==> config.mk <==
export PLATFORM = sky130hd
export DESIGN_NAME = boot_loader
export DESIGN_NICKNAME = d
export VERILOG_FILES = /design/src/rtl/boot_pkg.sv /design/src/rtl/boot_loader.sv
export SDC_FILE = /design/constraint.sdc
export NUM_CORES = 1
export LEC_CHECK = 0
export ABC_AREA = 0
export CAP_MARGIN = 20
export CELL_PAD_IN_SITES_DETAIL_PLACEMENT = 0
export CELL_PAD_IN_SITES_GLOBAL_PLACEMENT = 1
export CORE_UTILIZATION = 35
export CTS_CLUSTER_SIZE = 40
export DETAILED_ROUTE_END_ITERATION = 8
export PLACE_DENSITY_LB_ADDON = 0.1
export SLEW_MARGIN = 20
export SYNTH_ARGS = -nofsm -noshare
export SYNTH_HDL_FRONTEND = slang
export SYNTH_SLANG_ARGS = --single-unit
==> constraint.sdc <==
create_clock -name clk_auto -period 5.8 [get_ports clk_auto]
set_clock_uncertainty 0.15 [all_clocks]
set_input_delay 1.16 -clock clk_auto [delete_from_list [all_inputs] [get_ports clk_auto]]
set_output_delay 1.16 -clock clk_auto [all_outputs]
set_load 0.1 [all_outputs]
==> src/rtl/boot_pkg.sv <==
// boot_pkg: shared FSM state encoding and opcode field constants for the boot loader.
package boot_pkg;
  typedef enum logic [1:0] {IDLE, READ, WRITE, DONE} state_e;
  localparam int OPCODE_MSB = 31;
  localparam int OPCODE_LSB = 26;
  localparam logic [5:0] HLT_OP = 6'b011101;
endpackage

==> src/rtl/boot_loader.sv <==
// boot_loader: copies a program image from the HD store into IMEM until a hlt word or MAX_WORDS words.
module boot_loader
  import boot_pkg::*;
#(
  parameter int ADDR_W = 32,
  parameter longint unsigned MAX_WORDS = 64,
  parameter logic [5:0] HALT_OP = HLT_OP
) (
  input  logic              clk_auto,
  input  logic              reset_n,
  input  logic              start,
  input  logic [ADDR_W-1:0] src_base,
  output logic [ADDR_W-1:0] hd_addr,
  input  logic [31:0]       hd_data,
  output logic [ADDR_W-1:0] imem_addr,
  output logic [31:0]       imem_data,
  output logic              imem_we,
  output logic              busy,
  output logic              done,
  output logic [ADDR_W:0]   words_loaded,
  output logic              overflow
);
  localparam logic [ADDR_W:0] LAST = (ADDR_W+1)'(MAX_WORDS - 1);
  state_e            state_q, state_d;
  logic [ADDR_W-1:0] idx_q, idx_d, base_q, base_d;
  logic [ADDR_W:0]   wl_q, wl_d;
  logic              ovf_q, ovf_d;
  logic              is_halt, is_last;
  assign is_halt      = hd_data[OPCODE_MSB:OPCODE_LSB] == HALT_OP;
  assign is_last      = {1'b0, idx_q} == LAST;
  assign hd_addr      = base_q + idx_q;
  assign imem_addr    = idx_q;
  assign imem_data    = hd_data;
  assign imem_we      = state_q == WRITE;
  assign busy         = state_q == READ || state_q == WRITE;
  assign done         = state_q == DONE;
  assign words_loaded = wl_q;
  assign overflow     = ovf_q;
  always_comb begin
    state_d = state_q;
    idx_d   = idx_q;
    base_d  = base_q;
    wl_d    = wl_q;
    ovf_d   = ovf_q;
    case (state_q)
      IDLE: if (start) begin
        state_d = READ;
        base_d  = src_base;
        idx_d   = '0;
        wl_d    = '0;
        ovf_d   = 1'b0;
      end
      READ: state_d = WRITE;
      WRITE: begin
        wl_d = {1'b0, idx_q} + 1'b1;
        // halt wins over the word limit, so a hlt in the last slot is not an overflow
        if (is_halt) begin
          state_d = DONE;
          ovf_d   = 1'b0;
        end else if (is_last) begin
          state_d = DONE;
          ovf_d   = 1'b1;
        end else begin
          state_d = READ;
          idx_d   = idx_q + 1'b1;
        end
      end
      default: state_d = IDLE;
    endcase
  end
  always_ff @(posedge clk_auto or negedge reset_n) begin
    if (!reset_n) begin
      state_q <= IDLE;
      idx_q   <= '0;
      base_q  <= '0;
      wl_q    <= '0;
      ovf_q   <= 1'b0;
    end else begin
      state_q <= state_d;
      idx_q   <= idx_d;
      base_q  <= base_d;
      wl_q    <= wl_d;
      ovf_q   <= ovf_d;
    end
  end
endmodule
==> flow_summary.json <==
{
  "worstMarginPinSlew_ns": 1.06,
  "synth-xor-area-share_pct": 7.26,
  "tns_ns": 0,
  "cts_buffers": 9,
  "grt_max_degree": 60,
  "post_synth_mux_area_share_pct": 5.84,
  "ant_nets": 0,
  "required_ns": 4.49,
  "max_stage_delay_ns": 0.45,
  "p_per_area_nw_per_um2": 455,
  "crit_buf_inv": 1,
  "crit_path_top_delay_cell": "dfrtp_1",
  "power_mw": 3.90,
  "grt_overflow": 0,
  "criticalPathCategory": "flip-flop to output pin",
  "drtPass1Iterations": 5,
  "slew_headroom_pct": 29.3,
  "syn_nets": 843,
  "fill_cells": 1866,
  "critPathLaunchType": "flip-flop",
  "drive_above_1_share_pct": 12.6,
  "peakVddDrop_v": 0.000344,
  "synth_top_family_by_area": "compound AO/OA/AOI/OAI gates",
  "rsz0062_at_grt": "false",
  "htreeDepth": 3,
  "synth-simple-area-share_pct": 15.8,
  "syn_area_um2": 6880,
  "rows": 50,
  "vias": 5961,
  "synth_seq_cells": 100,
  "drc": 0,
  "synthDistinctLibCells": 67,
  "core_area_um2": 19000,
  "p_leak_nw": 3.56,
  "antenna_found_initial": 0,
  "drt-total-wl_um": 20900,
  "critPathCaptureType": "output pin",
  "syn_to_final_growth_pct": 24.7,
  "outcome": "finished clean",
  "tritoncts": "done",
  "cts.sinks": 100,
  "clock_latency_ns": 0.36,
  "postSynth.asyncResetShare_pct": 100,
  "yosysWarnings": 0,
  "min_path_type": "flip-flop to flip-flop",
  "clkSlewWorstSetupHoldPaths_ns": 0.08,
  "io_buffers": 147,
  "synth_edf_count": 0,
  "grt_first_pass_wirelength_um": 33300,
  "clockBufferDepth": 2,
  "n_antenna_cell": 0,
  "cts_resized": 0,
  "drt_iter0_markers": 317,
  "crit_fanout": 7,
  "syn_inst": 739,
  "post-cts-setup-buffers": 0,
  "drv_cap": 0,
  "place_congestion": 0.930,
  "synthFlopType": "dfrtp_1",
  "final.period_utilization_pct": 84.8,
  "gr-usage-all-layers_pct": 21.3,
  "final_common_cell": "clkdlybuf4s50_1",
  "synth_compound_area_share_pct": 21.8,
  "floorplan.initialDensity_pct": 36.3,
  "syn_area_per_cell_um2": 9.30,
  "fmax_mhz": 203,
  "dieArea_um2": 20200,
  "cts-root-buf": "clkbuf_16",
  "layout_common_cells": "clkdlybuf4s50_1 (125), dfrtp_1 (100), nand2_1 (75)",
  "layout.cells.non_filler": 1099,
  "finalCriticalPeriod_ns": 4.92,
  "path_cells": "ha_1 > fa_1 > a21o_1 > a221oi_1 > a21boi_0 > o21ba_2 > o31ai_1 > xnor2_1 > buf_4",
  "critical_path.top_delay_family": "compound AO/OA/AOI/OAI gates",
  "setup_violations": 0,
  "synthAdderAreaFrac_pct": 6.84,
  "grt_pass1_vias": 5876,
  "wire_per_inst_um": 19.1,
  "nNetsFinal": 938,
  "dp_cells": 1083,
  "io_pins": 200,
  "yosysSeqAreaShare_pct": 36.4,
  "hold_buffers": 0,
  "crit_arrival_ns": 3.61,
  "die_h_um": 142,
  "die_w_um": 142,
  "via_per_inst": 5.42,
  "finalHoldViolations": 0,
  "hold_ws_ns": 0.333,
  "final-max-slew-violation-count": 0,
  "hpwl_um": 15400
}
[worst register-to-register path, delay by kind of cell (launching register included)]
| kind | cells | cell delay [ns] |
|---|---|---|
| AO/OA/AOI/OAI | 2 | 0.81 |
| flip-flops | 1 | 0.47 |
| AND/OR/NAND/NOR | 4 | 1.20 |
| adder cells (fa/ha/maj) | 1 | 0.32 |
[layout make-up]
class	instances	area (µm²)	area share [%]
Clock buffer	9	225	2.63
Clock inverter	7	57.6	0.671
Inverter	7	26.3	0.306
Multi-Input combinational cell	564	3980	46.5
Sequential cell	100	2500	29.2
Tap cell	260	325	3.79
Timing Repair Buffer	152	1450	17.0
[state kept, by name, indices dropped and copies added (netlist names)]
signal,flops
words_loaded,33
base_q,32
imem_addr,32
state_q,2
overflow,1
[report_power, final]
part	internal (mW)	switching, mW
Sequential	0.825	0.0907
Combinational	0.629	1.75
Clock	0.299	0.303
[cell usage after synthesis (6+ instances only)]
cell type	count	area (µm²)
a211oi_1	9	67.6
a21boi_0	18	135
a21o_1	14	105
a21oi_1	37	185
a2bb2oi_1	7	61.3
a2bb2oi_2	10	150
a31oi_1	7	43.8
and3_1	6	37.5
buf_4	33	248
clkbuf_1	25	93.8
dfrtp_1	100	2500
ha_1	36	450
inv_1	7	26.3
mux2_2	33	372
nand2_1	75	282
nand3_1	23	115
nand4_1	7	43.8
nor2_1	47	176
nor3_1	14	70.1
nor4_1	9	56.3
o21a_1	7	52.6
o21ai_0	57	285
o21bai_1	6	45.0
o31ai_1	12	90.1
xnor2_1	32	280
xor2_1	25	219
[cells by family (layout without fill, tap and decap cells)]
logic type	count (synthesis)	count (layout)
simple gates	220	220
compound gates	214	214
flops	100	100
buf+inv	75	175
xor+xnor	57	57
fa+ha+maj	37	37
mux	36	36
[routing by layer]
| layer | global-route usage (%) | vias up | share of wire (%) |
|---|---|---|---|
| met4 | 3.79 | 0 | 0.99 |
| li1 | - | 2839 | - |
| met1 | 27.4 | 2930 | 44 |
| met3 | 5.15 | 25 | 6.0 |
| met2 | 36.3 | 167 | 49 |
| met5 | 0 | - | 0 |
[metrics by stage]
step	setup WS [ns]	util, %	instance area (µm²)
floorplan	0.261	-	6890
global placement	1.32	43.7	8290
detailed placement	1.29	43.7	8290
CTS	0.875	45.2	8570
global route	0.584	45.2	8570
finish	0.882	45.2	8570
[final timing paths]
| check | start | to | slack, ns | cells after the start |
|---|---|---|---|---|
| worst max-delay path | imem_addr[0] | hd_addr[20] | 0.88 | 9 |
| max in group asynchronous | reset_n | base_q[7] | 3.68 | 2 |
| worst min-delay path | words_loaded[22] | words_loaded[22] | 0.33 | 2 |
| worst max register to register | imem_addr[1] | imem_addr[11] | 2.78 | 7 |
| worst min register to register | words_loaded[22] | words_loaded[22] | 0.33 | 2 |
| min in group asynchronous | reset_n | words_loaded[29] | 0.70 | 1 |
Power figures use the tool's default switching activity.
